==> config.mk <==
export PLATFORM = sky130hd
export DESIGN_NAME = life_run_ctrl_flat
export DESIGN_NICKNAME = d
export VERILOG_FILES = /design/src/rtl/life_run_ctrl_pkg.sv /design/src/rtl/life_run_ctrl_if.sv /design/src/rtl/life_run_ctrl_edge_rise.sv /design/src/rtl/life_run_ctrl.sv /design/src/flat_wrapper.sv
export SDC_FILE = /design/constraint.sdc
export NUM_CORES = 1
export LEC_CHECK = 0
export CAP_MARGIN = 20
export CORE_MARGIN = 3
export CORE_UTILIZATION = 55
export DETAILED_ROUTE_END_ITERATION = 7
export PLACE_DENSITY_LB_ADDON = 0.15
export SLEW_MARGIN = 0
export SYNTH_ARGS = -nofsm -noshare
export SYNTH_HDL_FRONTEND = slang
export SYNTH_SLANG_ARGS = --single-unit
==> constraint.sdc <==
create_clock -name clk -period 13.15 [get_ports clk]
set_clock_uncertainty 0.2 [all_clocks]
set_input_delay 1.9725 -clock clk [delete_from_list [all_inputs] [get_ports clk]]
set_output_delay 1.9725 -clock clk [all_outputs]
set_load 0.02 [all_outputs]
==> src/rtl/life_run_ctrl_pkg.sv <==
// Shared types and helpers for the cellular-automaton run controller.
package life_ctrl_pkg;

  localparam int CTRL_STATE_W = 3;

  typedef enum logic [CTRL_STATE_W-1:0] {
    IDLE  = 3'd0,
    SEED  = 3'd1,
    RUN   = 3'd2,
    PAUSE = 3'd3,
    DONE  = 3'd4
  } ctrl_state_t;

  // True for the five encodings the FSM can legitimately hold.
  function automatic logic state_is_legal(input logic [CTRL_STATE_W-1:0] s);
    return (s <= 3'd4);
  endfunction

endpackage

==> src/rtl/life_run_ctrl_if.sv <==
// Control/status bundle between user inputs, the run controller and the grid datapath.
interface life_run_ctrl_if
  import life_ctrl_pkg::*;
#(
  parameter int GEN_W = 16,
  parameter int DIV_W = 24
) ();

  logic                    start;
  logic                    pause;
  logic                    step;
  logic                    load;
  logic [DIV_W-1:0]        div_sel;
  logic [GEN_W-1:0]        gen_limit;
  logic                    grid_rst;
  logic                    seed_we;
  logic                    grid_en;
  logic [GEN_W-1:0]        gen_count;
  logic                    done;
  logic [CTRL_STATE_W-1:0] state_o;

  // Side that drives the user controls and observes the controller.
  modport master (
    output start, pause, step, load, div_sel, gen_limit,
    input  grid_rst, seed_we, grid_en, gen_count, done, state_o
  );

  // The run controller itself.
  modport slave (
    input  start, pause, step, load, div_sel, gen_limit,
    output grid_rst, seed_we, grid_en, gen_count, done, state_o
  );

endinterface

==> src/rtl/life_run_ctrl_edge_rise.sv <==
// Rising-edge detector: one history flop, combinational pulse output.
// A level already high when reset releases produces one edge.
module edge_rise (
  input  logic clk,
  input  logic reset,
  input  logic din,
  output logic rise
);

  logic q_r;

  // Remember last cycle's level of the input.
  always_ff @(posedge clk or posedge reset) begin
    if (reset) begin
      q_r <= 1'b0;
    end else begin
      q_r <= din;
    end
  end

  assign rise = din & ~q_r;

endmodule

==> src/rtl/life_run_ctrl.sv <==
// Run controller for the life grid: IDLE -> SEED -> RUN/PAUSE -> DONE with
// programmable generation rate, pause, single step and a generation limit.
module life_run_ctrl
  import life_ctrl_pkg::*;
#(
  parameter int GEN_W = 16,
  parameter int DIV_W = 24
) (
  input logic            clk,
  input logic            reset,
  life_run_ctrl_if.slave bus
);

  localparam logic [DIV_W-1:0] DIV_ZERO = {DIV_W{1'b0}};
  localparam logic [DIV_W-1:0] DIV_ONE  = {{(DIV_W-1){1'b0}}, 1'b1};
  localparam logic [GEN_W-1:0] GEN_ZERO = {GEN_W{1'b0}};
  localparam logic [GEN_W-1:0] GEN_ONE  = {{(GEN_W-1){1'b0}}, 1'b1};

  ctrl_state_t      state_r, state_n;
  logic [DIV_W-1:0] presc_r, presc_n;
  logic [GEN_W-1:0] gen_r, gen_n;

  logic             rise_start_s, rise_pause_s, rise_step_s;
  logic             start_go_s;
  logic [DIV_W-1:0] div_last_s;
  logic             tick_s, over_s;
  logic [GEN_W-1:0] gen_inc_s;
  logic             hit_limit_s;
  logic             grid_en_s, grid_rst_s, seed_we_s, done_s;

  edge_rise u_edge_start (.clk(clk), .reset(reset), .din(bus.start), .rise(rise_start_s));
  edge_rise u_edge_pause (.clk(clk), .reset(reset), .din(bus.pause), .rise(rise_pause_s));
  edge_rise u_edge_step  (.clk(clk), .reset(reset), .din(bus.step),  .rise(rise_step_s));

  // A reseed request only counts when the grid is not mid-load.
  assign start_go_s = rise_start_s & ~bus.load;

  // Prescaler terminal value; a zero rate is treated as one clock per generation.
  // over_s catches a rate lowered below the current count: wrap without a pulse.
  assign div_last_s  = (bus.div_sel == DIV_ZERO) ? DIV_ZERO : (bus.div_sel - DIV_ONE);
  assign tick_s      = (presc_r == div_last_s);
  assign over_s      = (presc_r > div_last_s);

  // Limit hits when the pulse about to be issued lands exactly on gen_limit.
  assign gen_inc_s   = gen_r + GEN_ONE;
  assign hit_limit_s = (bus.gen_limit != GEN_ZERO) && (gen_inc_s == bus.gen_limit);

  // Next-state, prescaler, generation counter and advance pulse.
  always_comb begin
    state_n   = state_r;
    presc_n   = presc_r;
    gen_n     = gen_r;
    grid_en_s = 1'b0;
    case (state_r)
      IDLE: begin
        if (start_go_s) begin
          state_n = SEED;
          presc_n = DIV_ZERO;
          gen_n   = GEN_ZERO;
        end else begin
          state_n = IDLE;
        end
      end
      SEED: begin
        if (bus.load) begin
          state_n = RUN;
        end else begin
          state_n = SEED;
        end
      end
      RUN: begin
        if (start_go_s) begin
          state_n = SEED;
          presc_n = DIV_ZERO;
          gen_n   = GEN_ZERO;
        end else begin
          if (over_s) begin
            presc_n = DIV_ZERO;
          end else if (tick_s) begin
            presc_n   = DIV_ZERO;
            grid_en_s = 1'b1;
            gen_n     = gen_inc_s;
          end else begin
            presc_n = presc_r + DIV_ONE;
          end
          // A pulse that reaches the limit wins over a pause request.
          if (tick_s && hit_limit_s) begin
            state_n = DONE;
          end else if (rise_pause_s) begin
            state_n = PAUSE;
          end else begin
            state_n = RUN;
          end
        end
      end
      PAUSE: begin
        if (start_go_s) begin
          state_n = SEED;
          presc_n = DIV_ZERO;
          gen_n   = GEN_ZERO;
        end else if (rise_pause_s) begin
          state_n = RUN;
        end else if (rise_step_s) begin
          grid_en_s = 1'b1;
          gen_n     = gen_inc_s;
          if (hit_limit_s) begin
            state_n = DONE;
          end else begin
            state_n = PAUSE;
          end
        end else begin
          state_n = PAUSE;
        end
      end
      DONE: begin
        if (start_go_s) begin
          state_n = SEED;
          presc_n = DIV_ZERO;
          gen_n   = GEN_ZERO;
        end else begin
          state_n = DONE;
        end
      end
      default: begin
        state_n = IDLE;
      end
    endcase
  end

  // State, prescaler and generation counter registers.
  always_ff @(posedge clk or posedge reset) begin
    if (reset) begin
      state_r <= IDLE;
      presc_r <= DIV_ZERO;
      gen_r   <= GEN_ZERO;
    end else begin
      state_r <= state_n;
      presc_r <= presc_n;
      gen_r   <= gen_n;
    end
  end

  // Level outputs decoded from the registered state; unknown codes look like IDLE.
  always_comb begin
    grid_rst_s = (state_r == IDLE) || !state_is_legal(state_r);
    seed_we_s  = 1'b0;
    done_s     = 1'b0;
    case (state_r)
      SEED:    seed_we_s = 1'b1;
      DONE:    done_s    = 1'b1;
      default: begin
        seed_we_s = 1'b0;
        done_s    = 1'b0;
      end
    endcase
  end

  assign bus.grid_rst  = grid_rst_s;
  assign bus.seed_we   = seed_we_s;
  assign bus.grid_en   = grid_en_s;
  assign bus.gen_count = gen_r;
  assign bus.done      = done_s;
  assign bus.state_o   = state_r;

endmodule
==> src/flat_wrapper.sv <==
// flat-port wrapper written by rule: the top's interface ports become plain ports
module life_run_ctrl_flat import life_ctrl_pkg::*;
#(
  parameter int GEN_W = 16,
  parameter int DIV_W = 24
)
  (clk, reset, bus_start, bus_pause, bus_step, bus_load, bus_div_sel, bus_gen_limit, bus_grid_rst, bus_seed_we, bus_grid_en, bus_gen_count, bus_done, bus_state_o);
  life_run_ctrl_if #(.GEN_W(GEN_W), .DIV_W(DIV_W)) bus_i ();
  input logic clk;
  input logic reset;
  input wire logic [$bits(bus_i.start)-1:0] bus_start;
  input wire logic [$bits(bus_i.pause)-1:0] bus_pause;
  input wire logic [$bits(bus_i.step)-1:0] bus_step;
  input wire logic [$bits(bus_i.load)-1:0] bus_load;
  input wire logic [$bits(bus_i.div_sel)-1:0] bus_div_sel;
  input wire logic [$bits(bus_i.gen_limit)-1:0] bus_gen_limit;
  output wire logic [$bits(bus_i.grid_rst)-1:0] bus_grid_rst;
  output wire logic [$bits(bus_i.seed_we)-1:0] bus_seed_we;
  output wire logic [$bits(bus_i.grid_en)-1:0] bus_grid_en;
  output wire logic [$bits(bus_i.gen_count)-1:0] bus_gen_count;
  output wire logic [$bits(bus_i.done)-1:0] bus_done;
  output wire logic [$bits(bus_i.state_o)-1:0] bus_state_o;
  assign bus_i.start = bus_start;
  assign bus_i.pause = bus_pause;
  assign bus_i.step = bus_step;
  assign bus_i.load = bus_load;
  assign bus_i.div_sel = bus_div_sel;
  assign bus_i.gen_limit = bus_gen_limit;
  assign bus_grid_rst = bus_i.grid_rst;
  assign bus_seed_we = bus_i.seed_we;
  assign bus_grid_en = bus_i.grid_en;
  assign bus_gen_count = bus_i.gen_count;
  assign bus_done = bus_i.done;
  assign bus_state_o = bus_i.state_o;
  life_run_ctrl #(.GEN_W(GEN_W), .DIV_W(DIV_W)) u_core (.clk(clk), .reset(reset), .bus(bus_i));
endmodule
==> results.md <==
- Share of cells above drive strength 1: 0.0468
- Fin. Hold Viols: 0
- # placed instances: 664
- Vias: roughly 4000
- Dpl hpwl: just over 8000 µm
- Gr usage total: 0.254
- Sinks on Clock Net: 46
- Worst EP required: 10.98 ns
- Largest family of logic cells by synthesized area: simple AND/OR/NAND/NOR gates
- CORE AREA: around 7000 µm²
- 1st-iter DRT viols: 302
- Starting Density: 0.586
- Asr flop ratio synth: 1.00
- CP endpoint kind: output port
- Die H: 92.2 µm
- Most frequent cells in the layout: clkdlybuf4s50_1, nand2_1, nand3_1, dfrtp_1, nor2_1
- Mux contribution to synthesized area: 0.0523
- Die Width: roughly 90 µm
- PD cells: 101 nW/µm²
- First-pass GRT wire length: 18000 µm
- Final setup fails: 0
- Multi-input gate area: 2800 µm²
- Antenna diodes: 0
- Post-layout minimum cycle time: between 9 and 10 ns
- CTS tree: yes
- Average size of a mapped cell: roughly 7.9 µm²
- Pleak: 2.06 nW
- Root Buffer: clkbuf_8
- WS Path Type: input pin to output port
- Post-Syn Area: a little over 4000 µm²
- Vias in the first global route: 3965
- Die Area: between 8000 and 9000 µm²
- Slew margin rel.: 0.481
- Clock Path Buffers: 2
- VDD IR max: 91.1 µV
- Post-Layout Cell Count: 673
- Largest net degree at the start of global routing: 47
- FMAX: 110 MHz
- WL final: 10600 µm
- CTS Hold Bufs: 0
- Crit share post-route: 0.692
- Final setup margin: 4.06 ns
- Post-synth EDFFs: 0
- Synth Area in Simple Gates: 0.304
- R2R setup slack: 9.51 ns
- I/O pin cnt: 69
- Grt peak-use layer: met2
- Resize count post-CTS: 0
- Fin nets: 651
- DR pass1 iterations: 6
- Syn-to-layout area delta: 21.9%
- Max-cap viol count: 0
- Total grt overflow: 0
- Critical Path AT: 6.92 ns
- Setup repair bufs after CTS: 0
- Drt wl/cell: 15.7 µm
- Register area share after synthesis: 0.282
- Number of H-tree levels: 2
- Worst-Skew Late Latency: around 0.30 ns
- Number of antenna violations at the first check in global routing: 0
- Core Util, Final: 0.714
- Remaining antenna violation count: 0
- TNS Setup: 0 ns
- Syn Inst Count: 516
- Unrepaired setup endpoints after global routing: no
- Status: completed
- Synth Warn #: 0
- Worst-Margin Slew: 0.772 ns
- Worst Path Max Fanout: 5
- Synthesis-stage register bit count: 46
- Post-Place Setup Slack: 4.09 ns
- Layout fillers: 590
- # port buffers: 68
- GR Util met2: 0.423
- Ys flop type: dfrtp_1
- Post-synthesis compound-gate area fraction: 0.156
- GRT met1 Usage: 0.346
- CP Launch Type: input pin
- Cts bufs inserted: 5
- Yosys cell types: 53
- Commonest non-fill, non-tap cell in the layout: clkdlybuf4s50_1
- Hold Path Class: flip-flop to flip-flop
- Via-per-instance ratio: 6.02
- Residual DRC: 0
- Site Rows: 30
- Clock slew at reported path FFs: 0.09 ns
- Global Route met3 Usage: 0.0328
- Total area of sequential cells: 1150 µm²
- Gpl congestion: 0.856
- Area share of fa/ha/maj cells after synthesis: 0.0887
- Slew Viols, Final: 0
- Xor/xnor share of the synthesized area: 0.0793
- Post-synthesis net count: 591
## cells in the mapped netlist (all sizes together), types with 6 or more instances
library cell	number	area [µm²]
clkbuf	17	63.8
xnor2	18	158
ha	29	363
o21ai	25	125
nor4	12	81.3
dfrtp	46	1150
and3	9	56.3
nand2b	8	50.1
nor2b	7	43.8
mux2i	18	180
a21oi	35	175
nor2	39	146
nand4	20	125
nand3	49	245
nand2	56	210
nor3b	7	52.6
or3	6	53.8
a211oi	7	52.6
inv	21	78.8
xor2	19	166
a31oi	6	37.5
nor3	13	65.1
## final cells by class
type	count	area share
clock buffer	5	0.0138
tap	96	0.0241
inverter	21	0.0158
sequential	46	0.231
timing repair buffer	72	0.145
clock inverter	3	0.00803
multi-input combinational	430	0.562
## logic make-up after synthesis
| family | after synthesis |
|---|---|
| compound gates | 103 |
| xor+xnor | 37 |
| fa+ha+maj | 29 |
| buf+inv | 40 |
| flops | 46 |
| mux | 21 |
| simple gates | 240 |
## sequential cells by signal (all words and copies together), names as in the netlist
name,cells
u_core.bus.state_o,3
u_core.u_edge_start.q_r,1
u_core.presc_r,24
u_core.bus.gen_count,16
u_core.u_edge_step.q_r,1
u_core.u_edge_pause.q_r,1
## per-stage QoR
step / hold WS [ns] / total power [mW] / instance area, µm²
6_report: 0.314 / 0.502 / 4980
5_1_grt: 0.337 / 0.535 / 4980
4_1_cts: 0.320 / 0.501 / 4960
3_5_place_dp: 0.310 / 0.393 / 4860
3_3_place_gp: 0.286 / 0.386 / 4860
2_1_floorplan: 0.257 / 0.320 / 4090
## metal layers
metal,part of all wire,vias to the layer above
li1,-,2018
met1,0.45,1903
met2,0.49,118
met3,0.041,13
met4,0.011,0
met5,0,-
## worst max-delay path, cell delays in order
cell,delay (ns)
clkdlybuf4s50_1,0.49
or4_4,0.57
or3_4,0.35
or4b_4,0.52
or3_4,0.42
nor2_1,0.12
xor2_1,0.16
nand2_1,0.07
ha_1,0.32
nand4_1,0.15
nor4_1,0.52
nand3_1,0.16
o21ai_0,0.24
nor2b_1,0.22
clkdlybuf4s50_1,0.63
## final timing paths
| path | start | endpoint | depth (start not counted) |
|---|---|---|---|
| min | u_core.presc_r[23]$_DFFE_PP0P_ | u_core.presc_r[23]$_DFFE_PP0P_ | 1 |
| min reg2reg | u_core.presc_r[23]$_DFFE_PP0P_ | u_core.presc_r[23]$_DFFE_PP0P_ | 1 |
| min in group asynchronous | reset | u_core.bus.gen_count[12]$_DFFE_PP0P_ | 2 |
| max | bus_div_sel[9] | bus_grid_en | 15 |
| max reg2reg | u_core.bus.gen_count[0]$_DFFE_PP0P_ | u_core.bus.state_o[0]$_DFF_PP0_ | 8 |
| max in group asynchronous | reset | u_core.presc_r[23]$_DFFE_PP0P_ | 3 |
## where the power goes
part           internal (mW)  total (mW)  switching (mW)  leakage, nW
combinational         0.0908       0.214           0.123         1.39
sequential             0.155       0.182          0.0265        0.619
clock                 0.0560       0.106          0.0501       0.0579
total                  0.302       0.502           0.200         2.06
No activity file was read; power rests on OpenSTA's default activity.
